<file path="src/rtl/branch_resolve_unit_pkg.sv">
// Shared types and defaults for the EX-stage branch resolution unit.
package branch_resolve_unit_pkg;

  localparam int unsigned XLEN             = 32;
  localparam int unsigned DEF_BHT_ADDR_LEN = 10;
  localparam int unsigned DEF_CNT_W        = 32;

  // 2-bit saturating direction counter states
  typedef enum logic [1:0] {
    SNT = 2'b00,
    WNT = 2'b01,
    WT  = 2'b10,
    ST  = 2'b11
  } bht_cnt_e;

  localparam bht_cnt_e BHT_RESET = WNT;

  // Kind of update applied to one BHT entry
  typedef enum logic [1:0] {
    BHT_DEC    = 2'b00,
    BHT_INC    = 2'b01,
    BHT_SET_ST = 2'b10
  } bht_op_e;

  // Saturating counter step
  function automatic bht_cnt_e bht_next(input bht_cnt_e cur, input bht_op_e op);
    logic [1:0] c;
    c = cur;
    unique case (op)
      BHT_INC:    return (cur == ST)  ? ST  : bht_cnt_e'(2'(c + 2'd1));
      BHT_DEC:    return (cur == SNT) ? SNT : bht_cnt_e'(2'(c - 2'd1));
      BHT_SET_ST: return ST;
      default:    return cur;
    endcase
  endfunction

endpackage

</file>
<file path="src/rtl/branch_resolve_unit_if.sv">
// Fetch/EX-facing signal bundle of the branch resolution unit.
interface branch_resolve_unit_if
  import branch_resolve_unit_pkg::*;
#(
  parameter int unsigned CNT_W = DEF_CNT_W
) ();

  logic [XLEN-1:0]  if_pc;
  logic             bht_taken;

  logic             ex_valid;
  logic             ex_stall;
  logic             ex_is_branch;
  logic             ex_is_jal;
  logic             ex_is_jalr;
  logic [XLEN-1:0]  ex_pc;
  logic             ex_cond_taken;
  logic [XLEN-1:0]  ex_target;
  logic             ex_pred_taken;
  logic [XLEN-1:0]  ex_pred_target;

  logic             flush;
  logic [XLEN-1:0]  redirect_pc;
  logic             btb_update;
  logic [XLEN-1:0]  btb_update_pc;
  logic [XLEN-1:0]  btb_update_target;
  logic [CNT_W-1:0] branch_cnt;
  logic [CNT_W-1:0] mispredict_cnt;

  // Pipeline side: drives fetch PC and EX instruction, observes results
  modport master (
    output if_pc, ex_valid, ex_stall, ex_is_branch, ex_is_jal, ex_is_jalr,
           ex_pc, ex_cond_taken, ex_target, ex_pred_taken, ex_pred_target,
    input  bht_taken, flush, redirect_pc, btb_update, btb_update_pc,
           btb_update_target, branch_cnt, mispredict_cnt
  );

  // Resolution unit side
  modport slave (
    input  if_pc, ex_valid, ex_stall, ex_is_branch, ex_is_jal, ex_is_jalr,
           ex_pc, ex_cond_taken, ex_target, ex_pred_taken, ex_pred_target,
    output bht_taken, flush, redirect_pc, btb_update, btb_update_pc,
           btb_update_target, branch_cnt, mispredict_cnt
  );

endinterface

</file>
<file path="src/rtl/branch_resolve_unit_bht_counter_table.sv">
// Table of 2-bit saturating direction counters: one async read, one sync update.
module bht_counter_table
  import branch_resolve_unit_pkg::*;
#(
  parameter int unsigned ADDR_W = DEF_BHT_ADDR_LEN
) (
  input  logic              clk,
  input  logic              rst,
  input  logic [ADDR_W-1:0] rd_idx_i,
  output bht_cnt_e          rd_cnt_c_o,
  input  logic              wr_en_i,
  input  logic [ADDR_W-1:0] wr_idx_i,
  input  bht_op_e           wr_op_i
);

  localparam int unsigned DEPTH = 1 << ADDR_W;

  bht_cnt_e table_q [DEPTH];
  bht_cnt_e wr_cnt_d;

  // Read returns the pre-update value; no same-cycle bypass
  assign rd_cnt_c_o = table_q[rd_idx_i];

  // Next value of the entry being written
  always_comb begin
    wr_cnt_d = bht_next(table_q[wr_idx_i], wr_op_i);
  end

  // Counter storage with synchronous reset of every entry
  always_ff @(posedge clk) begin
    if (!rst) begin
      for (int unsigned i = 0; i < DEPTH; i++) begin
        table_q[i] <= BHT_RESET;
      end
    end else if (wr_en_i) begin
      table_q[wr_idx_i] <= wr_cnt_d;
    end
  end

endmodule

</file>
<file path="src/rtl/branch_resolve_unit.sv">
// EX-stage branch resolution: mispredict flush/redirect, BTB write, BHT, stats.
module branch_resolve_unit
  import branch_resolve_unit_pkg::*;
#(
  parameter int unsigned BHT_ADDR_LEN = DEF_BHT_ADDR_LEN,
  parameter int unsigned CNT_W        = DEF_CNT_W
) (
  input  logic                  clk,
  input  logic                  rst,
  branch_resolve_unit_if.slave  bus
);

  logic             accept;
  logic             is_ctrl;
  logic             actual_taken;
  logic [XLEN-1:0]  actual_next;
  logic             mispredict;
  logic             btb_wr;

  logic             flush_q, flush_d;
  logic [XLEN-1:0]  redirect_pc_q, redirect_pc_d;
  logic             btb_update_q, btb_update_d;
  logic [XLEN-1:0]  btb_update_pc_q, btb_update_pc_d;
  logic [XLEN-1:0]  btb_update_target_q, btb_update_target_d;
  logic [CNT_W-1:0] branch_cnt_q, branch_cnt_d;
  logic [CNT_W-1:0] mispredict_cnt_q, mispredict_cnt_d;

  bht_cnt_e         bht_rd_cnt;
  logic             bht_wr_en;
  bht_op_e          bht_wr_op;
  logic             unused_if_pc;

  assign unused_if_pc = ^{bus.if_pc[1:0], bus.if_pc[XLEN-1:BHT_ADDR_LEN+2]};

  bht_counter_table #(
    .ADDR_W (BHT_ADDR_LEN)
  ) u_bht (
    .clk        (clk),
    .rst        (rst),
    .rd_idx_i   (bus.if_pc[BHT_ADDR_LEN+1:2]),
    .rd_cnt_c_o (bht_rd_cnt),
    .wr_en_i    (bht_wr_en),
    .wr_idx_i   (bus.ex_pc[BHT_ADDR_LEN+1:2]),
    .wr_op_i    (bht_wr_op)
  );

  assign bus.bht_taken = (bht_rd_cnt == WT) || (bht_rd_cnt == ST);

  // Resolve the EX instruction against its fetch-time prediction
  always_comb begin
    accept       = bus.ex_valid && !bus.ex_stall && !flush_q;
    is_ctrl      = bus.ex_is_branch || bus.ex_is_jal || bus.ex_is_jalr;
    actual_taken = bus.ex_is_jal || bus.ex_is_jalr ||
                   (bus.ex_is_branch && bus.ex_cond_taken);
    actual_next  = actual_taken ? bus.ex_target : bus.ex_pc + XLEN'(4);
    mispredict   = accept && ((bus.ex_pred_taken != actual_taken) ||
                   (actual_taken && (bus.ex_pred_target != bus.ex_target)));
    btb_wr       = accept && actual_taken &&
                   (!bus.ex_pred_taken || (bus.ex_pred_target != bus.ex_target));
    bht_wr_en    = accept && is_ctrl;
    bht_wr_op    = (bus.ex_is_jal || bus.ex_is_jalr) ? BHT_SET_ST :
                   (bus.ex_cond_taken ? BHT_INC : BHT_DEC);
  end

  // Next values of the registered outputs and statistics
  always_comb begin
    flush_d             = mispredict;
    redirect_pc_d       = redirect_pc_q;
    btb_update_d        = btb_wr;
    btb_update_pc_d     = btb_update_pc_q;
    btb_update_target_d = btb_update_target_q;
    branch_cnt_d        = branch_cnt_q;
    mispredict_cnt_d    = mispredict_cnt_q;
    if (mispredict) begin
      redirect_pc_d    = actual_next;
      mispredict_cnt_d = mispredict_cnt_q + CNT_W'(1);
    end
    if (btb_wr) begin
      btb_update_pc_d     = bus.ex_pc;
      btb_update_target_d = bus.ex_target;
    end
    if (accept && is_ctrl) begin
      branch_cnt_d = branch_cnt_q + CNT_W'(1);
    end
  end

  // Output and counter registers
  always_ff @(posedge clk) begin
    if (!rst) begin
      flush_q             <= 1'b0;
      redirect_pc_q       <= '0;
      btb_update_q        <= 1'b0;
      btb_update_pc_q     <= '0;
      btb_update_target_q <= '0;
      branch_cnt_q        <= '0;
      mispredict_cnt_q    <= '0;
    end else begin
      flush_q             <= flush_d;
      redirect_pc_q       <= redirect_pc_d;
      btb_update_q        <= btb_update_d;
      btb_update_pc_q     <= btb_update_pc_d;
      btb_update_target_q <= btb_update_target_d;
      branch_cnt_q        <= branch_cnt_d;
      mispredict_cnt_q    <= mispredict_cnt_d;
    end
  end

  assign bus.flush             = flush_q;
  assign bus.redirect_pc       = redirect_pc_q;
  assign bus.btb_update        = btb_update_q;
  assign bus.btb_update_pc     = btb_update_pc_q;
  assign bus.btb_update_target = btb_update_target_q;
  assign bus.branch_cnt        = branch_cnt_q;
  assign bus.mispredict_cnt    = mispredict_cnt_q;

endmodule

</file>
<file path="src/flat_wrapper.sv">
// flat-port wrapper written by rule: the top's interface ports become plain ports
module branch_resolve_unit_flat import branch_resolve_unit_pkg::*;
#(
  parameter int unsigned BHT_ADDR_LEN = DEF_BHT_ADDR_LEN,
  parameter int unsigned CNT_W        = DEF_CNT_W
)
  (clk, rst, bus_if_pc, bus_ex_valid, bus_ex_stall, bus_ex_is_branch, bus_ex_is_jal, bus_ex_is_jalr, bus_ex_pc, bus_ex_cond_taken, bus_ex_target, bus_ex_pred_taken, bus_ex_pred_target, bus_bht_taken, bus_flush, bus_redirect_pc, bus_btb_update, bus_btb_update_pc, bus_btb_update_target, bus_branch_cnt, bus_mispredict_cnt);
  branch_resolve_unit_if #(.CNT_W(CNT_W)) bus_i ();
  input  logic clk;
  input  logic rst;
  input wire logic [$bits(bus_i.if_pc)-1:0] bus_if_pc;
  input wire logic [$bits(bus_i.ex_valid)-1:0] bus_ex_valid;
  input wire logic [$bits(bus_i.ex_stall)-1:0] bus_ex_stall;
  input wire logic [$bits(bus_i.ex_is_branch)-1:0] bus_ex_is_branch;
  input wire logic [$bits(bus_i.ex_is_jal)-1:0] bus_ex_is_jal;
  input wire logic [$bits(bus_i.ex_is_jalr)-1:0] bus_ex_is_jalr;
  input wire logic [$bits(bus_i.ex_pc)-1:0] bus_ex_pc;
  input wire logic [$bits(bus_i.ex_cond_taken)-1:0] bus_ex_cond_taken;
  input wire logic [$bits(bus_i.ex_target)-1:0] bus_ex_target;
  input wire logic [$bits(bus_i.ex_pred_taken)-1:0] bus_ex_pred_taken;
  input wire logic [$bits(bus_i.ex_pred_target)-1:0] bus_ex_pred_target;
  output wire logic [$bits(bus_i.bht_taken)-1:0] bus_bht_taken;
  output wire logic [$bits(bus_i.flush)-1:0] bus_flush;
  output wire logic [$bits(bus_i.redirect_pc)-1:0] bus_redirect_pc;
  output wire logic [$bits(bus_i.btb_update)-1:0] bus_btb_update;
  output wire logic [$bits(bus_i.btb_update_pc)-1:0] bus_btb_update_pc;
  output wire logic [$bits(bus_i.btb_update_target)-1:0] bus_btb_update_target;
  output wire logic [$bits(bus_i.branch_cnt)-1:0] bus_branch_cnt;
  output wire logic [$bits(bus_i.mispredict_cnt)-1:0] bus_mispredict_cnt;
  assign bus_i.if_pc = bus_if_pc;
  assign bus_i.ex_valid = bus_ex_valid;
  assign bus_i.ex_stall = bus_ex_stall;
  assign bus_i.ex_is_branch = bus_ex_is_branch;
  assign bus_i.ex_is_jal = bus_ex_is_jal;
  assign bus_i.ex_is_jalr = bus_ex_is_jalr;
  assign bus_i.ex_pc = bus_ex_pc;
  assign bus_i.ex_cond_taken = bus_ex_cond_taken;
  assign bus_i.ex_target = bus_ex_target;
  assign bus_i.ex_pred_taken = bus_ex_pred_taken;
  assign bus_i.ex_pred_target = bus_ex_pred_target;
  assign bus_bht_taken = bus_i.bht_taken;
  assign bus_flush = bus_i.flush;
  assign bus_redirect_pc = bus_i.redirect_pc;
  assign bus_btb_update = bus_i.btb_update;
  assign bus_btb_update_pc = bus_i.btb_update_pc;
  assign bus_btb_update_target = bus_i.btb_update_target;
  assign bus_branch_cnt = bus_i.branch_cnt;
  assign bus_mispredict_cnt = bus_i.mispredict_cnt;
  branch_resolve_unit #(.BHT_ADDR_LEN(BHT_ADDR_LEN), .CNT_W(CNT_W)) u_core (.clk(clk), .rst(rst), .bus(bus_i));
endmodule
</file>
<file path="config.mk">
export PLATFORM = sky130hd
export DESIGN_NAME = branch_resolve_unit_flat
export DESIGN_NICKNAME = d
export VERILOG_FILES = /design/src/rtl/branch_resolve_unit_pkg.sv /design/src/rtl/branch_resolve_unit_if.sv /design/src/rtl/branch_resolve_unit_bht_counter_table.sv /design/src/rtl/branch_resolve_unit.sv /design/src/flat_wrapper.sv
export SDC_FILE = /design/constraint.sdc
export NUM_CORES = 2
export LEC_CHECK = 0
export BUFFER_PORTS_ARGS = -buffer_cell sky130_fd_sc_hd__buf_2
export CORE_ASPECT_RATIO = 0.9
export CORE_MARGIN = 2
export CORE_UTILIZATION = 65
export CTS_BUF_LIST = sky130_fd_sc_hd__clkbuf_8 sky130_fd_sc_hd__clkbuf_16
export DETAILED_ROUTE_END_ITERATION = 8
export GPL_TIMING_DRIVEN = 0
export HOLD_SLACK_MARGIN = 0.02
export PLACE_DENSITY = 0.89
export REMOVE_ABC_BUFFERS = 1
export SLEW_MARGIN = 20
export SYNTH_ARGS = -nofsm -noshare
export SYNTH_HDL_FRONTEND = slang
export SYNTH_SLANG_ARGS = --single-unit
</file>
<file path="constraint.sdc">
create_clock -name clk -period 9.66 [get_ports clk]
set_clock_uncertainty 0.1 [all_clocks]
set_input_delay 2.415 -clock clk [delete_from_list [all_inputs] [get_ports clk]]
set_output_delay 2.415 -clock clk [all_outputs]
set_load 0.02 [all_outputs]
</file>
==> results of run 1 <==
[repair_timing]
action,4_1_cts
setup endpoints to repair,136
pin swaps,1
hold buffers,0
cloned,2
resized for setup,1
setup buffers,0
[routing by layer]
metal / GRT overflow / track usage, %
met1: 13 / 65.2
met2: 70 / 76.4
met3: 6 / 62.3
met4: 50 / 62.8
met5: 1 / 48.7
[Yosys cell counts (all sizes together) (5+ instances only)]
| master | count |
|---|---|
| edfxtp | 2048 |
| nand3 | 1095 |
| nor4 | 1029 |
| o21ai | 984 |
| clkbuf | 931 |
| mux2i | 922 |
| buf | 469 |
| mux4 | 414 |
| o22ai | 399 |
| nand2 | 358 |
| nor2 | 250 |
| dfxtp | 162 |
| nor3 | 135 |
| a21oi | 65 |
| xor2 | 54 |
| xnor2 | 51 |
| and3 | 33 |
| nand4 | 33 |
| a22oi | 24 |
| nor2b | 23 |
| a211oi | 22 |
| and2 | 22 |
| o211ai | 21 |
| or3 | 19 |
| nand2b | 15 |
| o2111ai | 12 |
| mux2 | 11 |
| a31oi | 10 |
| o22a | 10 |
| inv | 8 |
| nand4bb | 8 |
| a311oi | 7 |
| a2111oi | 6 |
| ha | 6 |
| a22o | 5 |
| nand4b | 5 |
[stage by stage]
step / util, % / hold WS (ps) / instances / cell area (um^2)
CTS: 73.1 / 351 / 11800 / 129000
detailed placement: 69.2 / 342 / 11400 / 122000
global placement: 64.5 / 332 / 11000 / 114000
floorplan: - / 430 / 8307 / 109000
[logic make-up after synthesis]
| family | Yosys count |
|---|---|
| adder cells (fa/ha/maj) | 6 |
| multiplexers | 1347 |
| XOR/XNOR | 105 |
| AND/OR/NAND/NOR | 3043 |
| AO/OA/AOI/OAI | 1584 |
| flip-flops | 2210 |
| buffers and inverters | 1412 |
==> run_results.csv, run 1 <==
group,metric,value,unit
floorplanning,die_x,449,um
yosys,synthXorXnorAreaFrac,0.795,%
placement,gp_congestion,0.988,
floorplanning,start_util,65.5,%
floorplanning,rows,146,
clock_network,clk_path_buf_depth,3,
status,haltStage,"global routing",
status,firstError,"[ERROR GRT-0232] Routing congestion too high. Check the congestion heatmap in the GUI.",
placement,port_buffers,277,
yosys,ys_seq_area_share,56.0,%
global_routing,grt_max_degree,144,
floorplanning,ioPinCount,300,
yosys,syn_inst,9707,
yosys,yosys.area_share.adder,0.0649,%
yosys,synth-compound-area-share,7.66,%
yosys,synthesis.area,116000,um^2
clock_network,cts_made_buffers,208,
placement,place_ws,-1260,ps
yosys,synth-seq-cells,2210,
yosys,yosysTopAreaCell,"edfxtp_1",
yosys,synth_top_family_by_area,"multiplexers",
yosys,yosysUniqueCellTypes,73,
yosys,synth_area_per_cell,11.9,um^2
yosys,synth_edf_count,2048,
yosys,yosysWarningCount,0,
clock_network,root_buffer,"clkbuf_16",
clock_network,htree_num_levels,4,
floorplanning,die_h,404,um
sta,worst_endpoint,"bus_bht_taken",
placement,hpwl,295000,um
global_routing,antenna_found_initial,121,
yosys,synth_top_area_share,53.2,%
yosys,ys.flop_type,"edfxtp_1",
global_routing,grt_use_total,67.0,%
yosys,synthMuxAreaShare,16.1,%
clock_network,cts.sinks,2210,
global_routing,overflow,140,
yosys,synth_area_leaders,"edfxtp_1, mux4_2, mux2i_1, nor4_1, nand3_1",
status,run_status,"aborted with a tool error",
yosys,synthArstFlopShare,0,%
sta,worst-ep-kind,"primary output",
yosys,yosys.area_share.simple,13.9,%
==> run 2: changes to the inputs <==
--- a/config.mk
+++ b/config.mk
@@ -6,14 +6,11 @@
 export NUM_CORES = 2
 export LEC_CHECK = 0
 export BUFFER_PORTS_ARGS = -buffer_cell sky130_fd_sc_hd__buf_2
-export CORE_ASPECT_RATIO = 0.9
 export CORE_MARGIN = 2
-export CORE_UTILIZATION = 65
-export CTS_BUF_LIST = sky130_fd_sc_hd__clkbuf_8 sky130_fd_sc_hd__clkbuf_16
+export CORE_UTILIZATION = 40
 export DETAILED_ROUTE_END_ITERATION = 8
 export GPL_TIMING_DRIVEN = 0
-export HOLD_SLACK_MARGIN = 0.02
-export PLACE_DENSITY = 0.89
+export PLACE_DENSITY_LB_ADDON = 0.15
 export REMOVE_ABC_BUFFERS = 1
 export SLEW_MARGIN = 20
 export SYNTH_ARGS = -nofsm -noshare
==> run 2 against run 1 <==
Net effect: the run now ends clean; synthesized cell count stayed put; area after synthesis stayed put.
==> run_results.csv, run 2 <==
group,metric,value,unit
routing,maxUsedRoutingLayer,"met5",
routing,post_drt_wl_per_cell,38.9,um
yosys,yosysUniqueCellTypes,73,
status,run_status,"finished, final reports clean",
yosys,yosys.area_share.adder,0.0649,%
routing,route.met2.wl,227000,um
routing,routed-via-count,96200,
power,ir_drop,0.141,mV
global_routing,grt_use_total,34.4,%
clock_network,cts_made_buffers,266,
sta,period_minus_slack,9540,ps
clock_network,clock_latency,910,ps
worst_setup_path,r2r_cells,21,
finish,largest_register,"u_core.u_bht.table_q",
routing,via_per_inst,7.19,
sta,drv_slew,0,
yosys,ys.flop_type,"edfxtp_1",
finish,layout_commonest_cell,"edfxtp_1",
power,p_switching,6.02,mW
worst_hold_path,worstHoldPathType,"reg -> reg",
floorplanning,die_x,542,um
sta,layout_setup_ws,118,ps
power,seqPwrFrac,47.0,%
power,pwr_density_cell,169,nW/um^2
yosys,synthArstFlopShare,0,%
yosys,synth-seq-cells,2210,
placement,gp_congestion,0.850,
power,switching_share,26.5,%
floorplanning,die_h,542,um
yosys,synth_edf_count,2048,
placement,place_area,126000,um^2
finish,fin_area,134000,um^2
flow_run,cap_viol_max_count,0,
sta,slew_headroom,17.2,%
worst_hold_path,hp-start,"u_core.bus.redirect_pc[25]",
worst_setup_path,path_max_fanout,92,
global_routing,grt_pass1_wl,717000,um
yosys,synth_area_leaders,"edfxtp_1, mux4_2, mux2i_1, nor4_1, nand3_1",
global_routing,grt_max_degree,176,
yosys,ys_seq_area_share,56.0,%
floorplanning,start_util,40.2,%
yosys,synth_top_area_share,53.2,%
yosys,yosys.area_share.simple,13.9,%
sta,hold_violations,0,
clock_network,htree_num_levels,5,
yosys,synthesis.area,116000,um^2
clock_network,root_buffer,"clkbuf_16",
worst_setup_path,worstReg2RegEnd,"u_core.u_bht.table_q[664][1]",
sta,fmax,105,MHz
worst_hold_path,holdPathStages,2,
finish,area_growth,16.1,%
floorplanning,coreArea,288000,um^2
finish,final_cells,13400,
routing,remaining_drc_errors,0,
finish,nNetsFinal,9531,
clock_network,path_clk_slew,50,ps
routing,drt-total-wl,521000,um
routing,drtPass1Iterations,7,
power,p_int,16.7,mW
global_routing,antenna_found_initial,48,
yosys,synthMuxAreaShare,16.1,%
worst_setup_path,path_class,"in -> reg",
sta,rsz0062_at_grt,"false",
clock_network,clk_path_buf_depth,4,
clock_network,cts.sinks,2210,
sta,final.setup.tns,0,ps
placement,place_ws,-2340,ps
clock_network,cts_tree,"done",
floorplanning,dieArea,293000,um^2
sta,worstMarginPinSlew,1230,ps
global_routing,grt_pass1_vias,90700,
yosys,yosysTopAreaCell,"edfxtp_1",
worst_setup_path,crit_arrival,10030,ps
yosys,synth-compound-area-share,7.66,%
routing,ant_nets,0,
floorplanning,ioPinCount,300,
yosys,synth_area_per_cell,11.9,um^2
clock_network,ctsHoldBuffers,0,
yosys,syn_inst,9707,
power,clkPwrFrac,41.7,%
finish,drive_gt1_share,18.3,%
worst_setup_path,critPathLaunchType,"input pin",
sta,post-route-period-util,98.8,%
power,comb_power_share,11.4,%
finish,largest_reg_flops,2048,
worst_setup_path,crit_required,10150,ps
routing,drt_iter0_markers,16200,
routing,drt-met1-wl,188000,um
global_routing,overflow,0,
placement,port_buffers,277,
worst_setup_path,endpoint_kind,"flop",
yosys,synth_common_cells,"edfxtp_1, nand3_1, nor4_1",
floorplanning,rows,197,
yosys,yosys.cell_count.top_type,"edfxtp_1",
worst_setup_path,worstReg2RegStart,"u_core.u_bht.table_q[667][0]",
worst_setup_path,rrSetupSlack,3450,ps
yosys,synth_top_family_by_area,"multiplexers",
finish,final_cell_mix,"edfxtp_1, nand3_1, nor4_1",
sta,finalSetupViolations,0,
placement,dp_cells,12900,
worst_hold_path,min_to,"u_core.bus.redirect_pc[25]",
yosys,synthXorXnorAreaFrac,0.795,%
power,leakage,42.7,nW
routing,wl_met3,70400,um
placement,hpwl,335000,um
yosys,yosysWarningCount,0,
run 2: worst max-delay path, stage by stage:
cell and delay, ps:
buf_16 270, buf_16 300, buf_16 330, buf_16 400, buf_16 420, mux2i_1 320
o22ai_1 140, nor4_1 470, o2111ai_1 300, nand3_1 340, o41ai_2 220, and4bb_2 610
nand2_1 210, a2111oi_4 370, buf_4 240, buf_4 240, buf_4 210, buf_4 220
buf_4 240, buf_4 210, buf_6 180, buf_6 170, buf_6 180, buf_4 230
buf_6 160, nor4_1 60
run 2: routing by layer:
layer	vias up	global-route usage, %
met5	-	0
met4	20	20.8
met3	1696	10.0
met2	8098	50.5
met1	48700	44.7
li1	37700	-
run 2: kinds of logic after synthesis:
kind of cell               Yosys count
muxes                             1347
DFF                               2210
buffers and inverters             1412
AOI/OAI and AO/OA                 1584
and+or+nand+nor                   3043
xor gates and xnor gates           105
adders and majority gates            6
run 2: worst max-delay path by stage:
| stage | startpoint | end | cells past startpoint |
|---|---|---|---|
| finish | bus_ex_pc[3] | u_core.u_bht.table_q[664][1] | 26 |
| global route | bus_ex_pc[3] | u_core.u_bht.table_q[664][1] | 27 |
| CTS | bus_ex_pc[3] | u_core.u_bht.table_q[90][1] | 27 |
| detailed placement | bus_ex_pc[3] | u_core.u_bht.table_q[667][1] | 27 |
| global placement | bus_ex_pc[3] | u_core.u_bht.table_q[298][1] | 11 |
| floorplan | bus_ex_pc[5] | u_core.u_bht.table_q[380][1] | 10 |
run 2: power groups by stage:
stage / logic (mW) / registers [mW] / clock network [mW]
5_1_grt: 2.61 / 10.7 / 9.80
4_1_cts: 2.48 / 10.7 / 9.45
6_report: 2.58 / 10.7 / 9.46
2_1_floorplan: 0.984 / 10.9 / 0
3_3_place_gp: 2.76 / 10.9 / 0
3_5_place_dp: 2.46 / 10.9 / 0
run 2: metrics by stage:
stage / util (%) / total power, mW / hold slack (ps)
after floorplan: - / 11.8 / 430
after global placement: 40.1 / 13.6 / 333
after detailed placement: 43.8 / 13.3 / 344
after CTS: 46.6 / 22.6 / 350
after global routing: 46.6 / 23.1 / 366
final: 46.6 / 22.7 / 348
run 2: what timing repair did:
item,4_1_cts,5_1_grt
gates cloned,5,3
resized for setup,2,1
pin swaps,2,0
setup endpoints to repair,1244,121
buffers inserted,2,0
run 2: layout make-up:
class / instances / area, um^2
fill: 25500 / 154000
sequential: 2210 / 64700
multi-input combinational: 6085 / 45700
timing repair buffer: 813 / 11200
clock buffer: 355 / 7130
tap: 3781 / 4730
clock inverter: 102 / 641
antenna: 34 / 85.1
inverter: 12 / 51.3
Power figures use the tool's default switching activity.
